### src/rtl/uart_send_pkg.sv
// uart_send_pkg
// Shared types and constants for the uart_send block: transmitter state
// encoding, frame data width and send-buffer RAM geometry.
package uart_send_pkg;

   typedef enum logic [1:0] {
      IDLE  = 2'd0,
      START = 2'd1,
      DATA  = 2'd2,
      STOP  = 2'd3
   } tx_state_t;

   localparam int DATA_BITS = 8;

   localparam int RAM_DEPTH = 256;
   localparam int RAM_W     = 8;
   localparam int RAM_AW    = $clog2(RAM_DEPTH);

endpackage

### src/rtl/uart_send_if.sv
// uart_send_if
// Bundles the user-side signals of uart_send.
//   Transmit request : tx_data_ready, tx_data       (user -> block)
//   Transmit status  : tx, tx_busy                   (block -> user / pin)
//   Send buffer RAM  : address, data_in, write_enable (user -> block)
//                      data_out                       (block -> user)
// The master modport is the user side; the slave modport is uart_send.
interface uart_send_if;
   import uart_send_pkg::*;

   logic                 tx_data_ready;
   logic [DATA_BITS-1:0] tx_data;
   logic                 tx;
   logic                 tx_busy;
   logic [RAM_AW-1:0]    address;
   logic [RAM_W-1:0]     data_in;
   logic                 write_enable;
   logic [RAM_W-1:0]     data_out;

   modport master (
      output tx_data_ready, tx_data, address, data_in, write_enable,
      input  tx, tx_busy, data_out
   );

   modport slave (
      input  tx_data_ready, tx_data, address, data_in, write_enable,
      output tx, tx_busy, data_out
   );

endinterface

### src/rtl/uart_send_ram_block.sv
// ram_block
// 256x8 single-port send buffer with a registered, read-first output.
//   clk          : clock, rising edge
//   reset        : synchronous active-high; clears data_out and blocks writes,
//                  leaves the array contents untouched
//   address      : word address (full 8-bit range)
//   data_in      : write data
//   write_enable : write strobe
//   data_out     : registered read data (old contents during a write)
module ram_block
   import uart_send_pkg::*;
(
   input  logic              clk,
   input  logic              reset,
   input  logic [RAM_AW-1:0] address,
   input  logic [RAM_W-1:0]  data_in,
   input  logic              write_enable,
   output logic [RAM_W-1:0]  data_out
);

   // Array carries no reset so it maps onto block RAM; the declaration
   // initialiser becomes the power-up (configuration) contents.
   logic [RAM_W-1:0] mem [RAM_DEPTH] = '{default: '0};

   always_ff @(posedge clk) begin
      if (write_enable && !reset) begin
         mem[address] <= data_in;
      end
   end

   // Read path samples the array before this edge's write lands (read-first).
   always_ff @(posedge clk) begin
      if (reset) begin
         data_out <= '0;
      end else begin
         data_out <= mem[address];
      end
   end

endmodule

### src/rtl/uart_send.sv
// uart_send
// 8N1 UART transmitter plus an independent 256x8 send-buffer RAM.
//   clk    : single clock, rising edge
//   reset  : synchronous, active-high; aborts any frame in progress
//   bus    : uart_send_if.slave
//            tx_data_ready/tx_data : level request and byte to send
//            tx/tx_busy            : registered serial line and busy flag
//            address/data_in/write_enable/data_out : send-buffer RAM port
// Parameters: CLK_FREQ, BAUD, CLKS_PER_BIT (>= 2, cycles per bit).
module uart_send
   import uart_send_pkg::*;
#(
   parameter int CLK_FREQ     = 12_000_000,
   parameter int BAUD         = 115200,
   parameter int CLKS_PER_BIT = CLK_FREQ / BAUD
)(
   input  logic       clk,
   input  logic       reset,
   uart_send_if.slave bus
);

   localparam int BAUD_W = $clog2(CLKS_PER_BIT);
   localparam int BIT_W  = $clog2(DATA_BITS);

   localparam logic [BAUD_W-1:0] BAUD_LAST = BAUD_W'(CLKS_PER_BIT - 1);
   localparam logic [BIT_W-1:0]  BIT_LAST  = BIT_W'(DATA_BITS - 1);

   tx_state_t            state, state_n;
   logic [BAUD_W-1:0]    baud_cnt, baud_cnt_n;
   logic [BIT_W-1:0]     bit_cnt, bit_cnt_n;
   logic [DATA_BITS-1:0] shreg, shreg_n;
   logic                 tx_q, tx_n;
   logic                 busy_q, busy_n;
   logic                 baud_wrap;

   assign baud_wrap = (baud_cnt == BAUD_LAST);

   // State and line registers; tx/tx_busy come straight from flops so the
   // pin never glitches.
   always_ff @(posedge clk) begin
      if (reset) begin
         state    <= IDLE;
         baud_cnt <= '0;
         bit_cnt  <= '0;
         tx_q     <= 1'b1;
         busy_q   <= 1'b0;
      end else begin
         state    <= state_n;
         baud_cnt <= baud_cnt_n;
         bit_cnt  <= bit_cnt_n;
         tx_q     <= tx_n;
         busy_q   <= busy_n;
      end
   end

   // Shift register is pure data; its contents only matter once a frame
   // has been accepted, which reloads it.
   always_ff @(posedge clk) begin
      shreg <= shreg_n;
   end

   // Next-state logic. tx_n is the line level for the state being entered,
   // so each bit appears on the pin at the same edge the state changes.
   always_comb begin
      state_n    = state;
      baud_cnt_n = baud_cnt;
      bit_cnt_n  = bit_cnt;
      shreg_n    = shreg;
      tx_n       = tx_q;
      busy_n     = busy_q;

      unique case (state)
         IDLE: begin
            tx_n   = 1'b1;
            busy_n = 1'b0;
            if (bus.tx_data_ready) begin
               shreg_n    = bus.tx_data;
               baud_cnt_n = '0;
               bit_cnt_n  = '0;
               state_n    = START;
               tx_n       = 1'b0;
               busy_n     = 1'b1;
            end
         end

         START: begin
            if (baud_wrap) begin
               baud_cnt_n = '0;
               state_n    = DATA;
               tx_n       = shreg[0];
            end else begin
               baud_cnt_n = baud_cnt + BAUD_W'(1);
            end
         end

         DATA: begin
            if (baud_wrap) begin
               baud_cnt_n = '0;
               if (bit_cnt == BIT_LAST) begin
                  state_n = STOP;
                  tx_n    = 1'b1;
               end else begin
                  bit_cnt_n = bit_cnt + BIT_W'(1);
                  shreg_n   = shreg >> 1;
                  tx_n      = shreg[1];
               end
            end else begin
               baud_cnt_n = baud_cnt + BAUD_W'(1);
            end
         end

         STOP: begin
            if (baud_wrap) begin
               baud_cnt_n = '0;
               state_n    = IDLE;
               tx_n       = 1'b1;
               busy_n     = 1'b0;
            end else begin
               baud_cnt_n = baud_cnt + BAUD_W'(1);
            end
         end

         default: begin
            state_n = IDLE;
            tx_n    = 1'b1;
            busy_n  = 1'b0;
         end
      endcase
   end

   assign bus.tx      = tx_q;
   assign bus.tx_busy = busy_q;

   ram_block u_ram (
      .clk          (clk),
      .reset        (reset),
      .address      (bus.address),
      .data_in      (bus.data_in),
      .write_enable (bus.write_enable),
      .data_out     (bus.data_out)
   );

endmodule

### src/flat_wrapper.sv
// flat-port wrapper written by rule: the top's interface ports become plain ports
module uart_send_flat import uart_send_pkg::*;
#(
   parameter int CLK_FREQ     = 12_000_000,
   parameter int BAUD         = 115200,
   parameter int CLKS_PER_BIT = CLK_FREQ / BAUD
)
  (clk, reset, bus_tx_data_ready, bus_tx_data, bus_address, bus_data_in, bus_write_enable, bus_tx, bus_tx_busy, bus_data_out);
  uart_send_if bus_i ();
  input  logic clk;
  input  logic reset;
  input wire logic [$bits(bus_i.tx_data_ready)-1:0] bus_tx_data_ready;
  input wire logic [$bits(bus_i.tx_data)-1:0] bus_tx_data;
  input wire logic [$bits(bus_i.address)-1:0] bus_address;
  input wire logic [$bits(bus_i.data_in)-1:0] bus_data_in;
  input wire logic [$bits(bus_i.write_enable)-1:0] bus_write_enable;
  output wire logic [$bits(bus_i.tx)-1:0] bus_tx;
  output wire logic [$bits(bus_i.tx_busy)-1:0] bus_tx_busy;
  output wire logic [$bits(bus_i.data_out)-1:0] bus_data_out;
  assign bus_i.tx_data_ready = bus_tx_data_ready;
  assign bus_i.tx_data = bus_tx_data;
  assign bus_i.address = bus_address;
  assign bus_i.data_in = bus_data_in;
  assign bus_i.write_enable = bus_write_enable;
  assign bus_tx = bus_i.tx;
  assign bus_tx_busy = bus_i.tx_busy;
  assign bus_data_out = bus_i.data_out;
  uart_send #(.CLK_FREQ(CLK_FREQ), .BAUD(BAUD), .CLKS_PER_BIT(CLKS_PER_BIT)) u_core (.clk(clk), .reset(reset), .bus(bus_i));
endmodule
### config.mk
export PLATFORM = sky130hd
export DESIGN_NAME = uart_send_flat
export DESIGN_NICKNAME = d
export VERILOG_FILES = /design/src/rtl/uart_send_pkg.sv /design/src/rtl/uart_send_if.sv /design/src/rtl/uart_send_ram_block.sv /design/src/rtl/uart_send.sv /design/src/flat_wrapper.sv
export SDC_FILE = /design/constraint.sdc
export NUM_CORES = 2
export LEC_CHECK = 0
export ABC_AREA = 0
export ABC_CLOCK_PERIOD_IN_PS = 4300
export BUFFER_PORTS_ARGS = -buffer_cell sky130_fd_sc_hd__buf_2
export CAP_MARGIN = 20
export CORE_ASPECT_RATIO = 0.5
export CORE_UTILIZATION = 30
export CTS_BUF_LIST = sky130_fd_sc_hd__clkbuf_4 sky130_fd_sc_hd__clkbuf_8 sky130_fd_sc_hd__clkbuf_16
export DETAILED_ROUTE_END_ITERATION = 7
export GPL_TIMING_DRIVEN = 0
export PLACE_DENSITY_LB_ADDON = 0.25
export SKIP_LAST_GASP = 1
export SYNTH_ARGS = -nofsm -noshare
export SYNTH_HDL_FRONTEND = slang
export SYNTH_SLANG_ARGS = --single-unit
### constraint.sdc
create_clock -name clk -period 4.3 [get_ports clk]
set_clock_uncertainty 0.15 [all_clocks]
set_input_delay 0.86 -clock clk [delete_from_list [all_inputs] [get_ports clk]]
set_output_delay 0.86 -clock clk [all_outputs]
set_load 0.03 [all_outputs]
==> results.json <==
{
  "dp_hpwl_mm": 180,
  "slew-limit-headroom_pct": 1.17,
  "layout_commonest_cell": "edfxtp_1",
  "cap_violations": 1,
  "antenna_found_initial": 11,
  "async_flop_share_pct": 0,
  "worstHoldPathType": "input pin to flip-flop",
  "htree_levels": 4,
  "setup_ws_ns": -0.189,
  "detail_route.first_pass.iterations": 6,
  "worstSetupEndpointType": "flip-flop",
  "synth_area_sq_mm": 0.0816,
  "drt_iter0_markers": 5757,
  "final-hold-violation-count": 0,
  "io_buffers": 34,
  "cts_tree": "built",
  "critical_path.startpoint_type": "input pin",
  "final_core_util_pct": 35.1,
  "vias_per_cell": 5.37,
  "finalWirelength_mm": 265,
  "syn-num-nets": 4214,
  "clockBufferDepth": 4,
  "path_buf_inv": 5,
  "worstPathArrival_ns": 5.03,
  "cts.clk_slew.worst_paths_ns": 0.06,
  "p_leak_nw": 29.6,
  "drive_above_1_share_pct": 23.8,
  "synth_cell_types": 61,
  "die_h_um": 371,
  "tightest_slew_ns": 1.47,
  "fmax_mhz": 223,
  "critPathSlowestCell": "nor4_1",
  "slowest_delay_ns": 1.17,
  "period_share_pct": 104,
  "power.density_mw_per_mm2": 460,
  "ant_nets": 0,
  "num-nets-final": 4505,
  "num_vias": 44300,
  "critPathRequiredTime_ns": 4.84,
  "io_pins": 38,
  "seq_area_frac_synth_pct": 76.2,
  "gp_congestion": 0.936,
  "crit_chain": "buf_4 > buf_6 > buf_4 > buf_2 > mux2i_1 > o22ai_1 > nor4_1 > a41oi_1 > nor4_2 > buf_4 > a2111oi_2",
  "start_util_pct": 30.4,
  "cts_root_buf": "clkbuf_16",
  "cp_max_fo": 10,
  "grt_setup_unrepaired": "true",
  "cts.sinks": 2078,
  "synth_ff_type": "edfxtp_1",
  "status": "finished with violations",
  "cts_buffers": 208,
  "cp_common_cell": "buf_4",
  "setup_viol": 317,
  "syn_area_per_cell_sq_um": 19.5,
  "ys_ff_latch": 2078,
  "finalSetupTns_ns": -10.96,
  "drc": 0,
  "grt_max_degree": 149,
  "rows": 134,
  "clock_latency_ns": 0.87,
  "netlist_instances": 4179,
  "die_x_um": 740,
  "synth_edf_count": 2056,
  "layout_min_cycle_time_ns": 4.49,
  "violations": "max-capacitance violations, negative setup slack",
  "grt_pass1_vias": 43700,
  "core_area_sq_mm": 0.269,
  "dieArea_sq_mm": 0.274,
  "synthToLayoutAreaGrowth_pct": 15.4,
  "slew_viol_final": 0,
  "overflow": 0,
  "wl_per_cell_um": 32.1,
  "crit_family": "simple AND/OR/NAND/NOR gates",
  "track_usage_pct": 18.8,
  "hold-worst-slack_ns": 0.195,
  "grt_pass1_wl_mm": 359,
  "crit_type": "input pin to flip-flop",
  "ir_drop_uv": 341,
  "layout_common_cells": "2,056 x edfxtp_1, 402 x mux2i_1, 330 x mux4_2",
  "ys_warn_count": 0
}
-- layer usage --
metal / global-route usage, % / wire (um) / vias to the layer above
met5: 0 / 13 / -
met4: 6.11 / 9540 / 2
met3: 4.34 / 25300 / 428
met2: 29.2 / 118000 / 2329
met1: 26.3 / 112000 / 23700
li1: - / - / 17800
-- stage by stage --
| step | cell area [sq um] | worst slack, ns | total power [W] | instances |
|---|---|---|---|---|
| floorplan | 81600 | 0.925 | 0.0242 | 4179 |
| global route | 94200 | -0.0848 | 0.0444 | 8233 |
| detailed placement | 87000 | -1.61 | 0.0255 | 7861 |
| finish | 94200 | -0.189 | 0.0433 | 8238 |
| global placement | 86300 | -2.24 | 0.0255 | 7817 |
| CTS | 94000 | -0.133 | 0.0435 | 8227 |
-- synthesized netlist by cell type (all sizes together) (3+ instances only) --
library cell	number	area [sq um]
a211oi	12	90.1
nand2	83	312
inv	4	15.0
nand4	15	93.8
nor4	15	100
o22ai	86	538
nor3b	3	22.5
o22a	6	52.6
mux2i	402	4020
a221oi	22	205
a2111oi	14	173
ha	7	87.6
a211o	9	78.8
buf	187	1370
nor2	283	1070
nand3	108	546
o21ai	60	300
and3	6	37.5
nor2b	19	119
nand4b	3	53.8
a22o	14	123
edfxtp	2056	61700
o211ai	9	67.6
mux4	330	7430
a22oi	129	968
a31oi	10	62.6
mux2	15	169
a41oi	6	52.6
dfxtp	22	440
nand4bb	3	33.8
nand2b	15	93.8
o221ai	7	61.3
and2	4	25.0
o21a	7	52.6
nor3	57	285
clkbuf	77	294
or2	5	31.3
a21oi	55	275
-- final cells by class --
| type | instances | area, sq um |
|---|---|---|
| clock buffer | 267 | 5680 |
| tap | 3604 | 4510 |
| buffer | 261 | 1690 |
| multi-input combinational | 1833 | 18300 |
| fill | 25100 | 174000 |
| inverter | 4 | 15.0 |
| antenna | 5 | 12.5 |
| timing repair buffer | 84 | 861 |
| sequential | 2078 | 62200 |
| clock inverter | 102 | 991 |
-- logic make-up after synthesis --
group / after synthesis / share of synthesized area (%)
buf+inv: 268 / 2.05
flops: 2078 / 76.2
mux: 747 / 14.2
compound gates: 450 / 3.84
fa+ha+maj: 7 / 0.107
simple gates: 629 / 3.56
-- flip-flops by register name, indices dropped and copies added, names as in the netlist --
| register | count |
|---|---|
| u_core.baud_cnt | 7 |
| u_core.bit_cnt | 3 |
| u_core.bus.tx | 1 |
| u_core.bus.tx_busy | 1 |
| u_core.shreg | 8 |
| u_core.state | 2 |
| u_core.u_ram.data_out | 8 |
| u_core.u_ram.mem | 2048 |
-- where the power goes --
group	internal, W	total [W]	switching (W)
Sequential	0.0224	0.0224	0.0000374
Combinational	0.000824	0.00277	0.00194
Clock	0.0104	0.0182	0.00773
-- worst register-to-register path, stage by stage, from the launching register on --
cell and delay (ns):
edfxtp_1 0.35, mux2i_1 0.27, o22ai_1 0.12, nor4_1 1.20, a41oi_1 0.45, nor4_2 0.41, buf_4 0.25, a2111oi_2 0.13
-- worst paths after layout --
path / startpoint / cells past startpoint / slack (ns) / endpoint
setup / recovery: bus_address[1] / 11 / -0.19 / u_core.u_ram.data_out[7]$_SDFF_PP0_
hold / removal: bus_tx_data[7] / 2 / 0.19 / u_core.shreg[7]$_SDFFCE_PP0P_
hold reg to reg: u_core.bus.tx$_SDFFE_PP1P_ / 1 / 0.31 / u_core.bus.tx$_SDFFE_PP1P_
setup reg to reg: u_core.u_ram.mem[166][7]$_DFFE_PP_ / 7 / 0.79 / u_core.u_ram.data_out[7]$_SDFF_PP0_
-- timing repair --
item                                   4_1_cts  5_1_grt
endpoints found under the hold margin        0        0
gates cloned                                 0        0
buffers inserted                             0        2
gates resized for setup                    113       36
hold buffers                                 0        0
setup endpoints to repair                 1404      460
(Power assumes the default switching activity.)
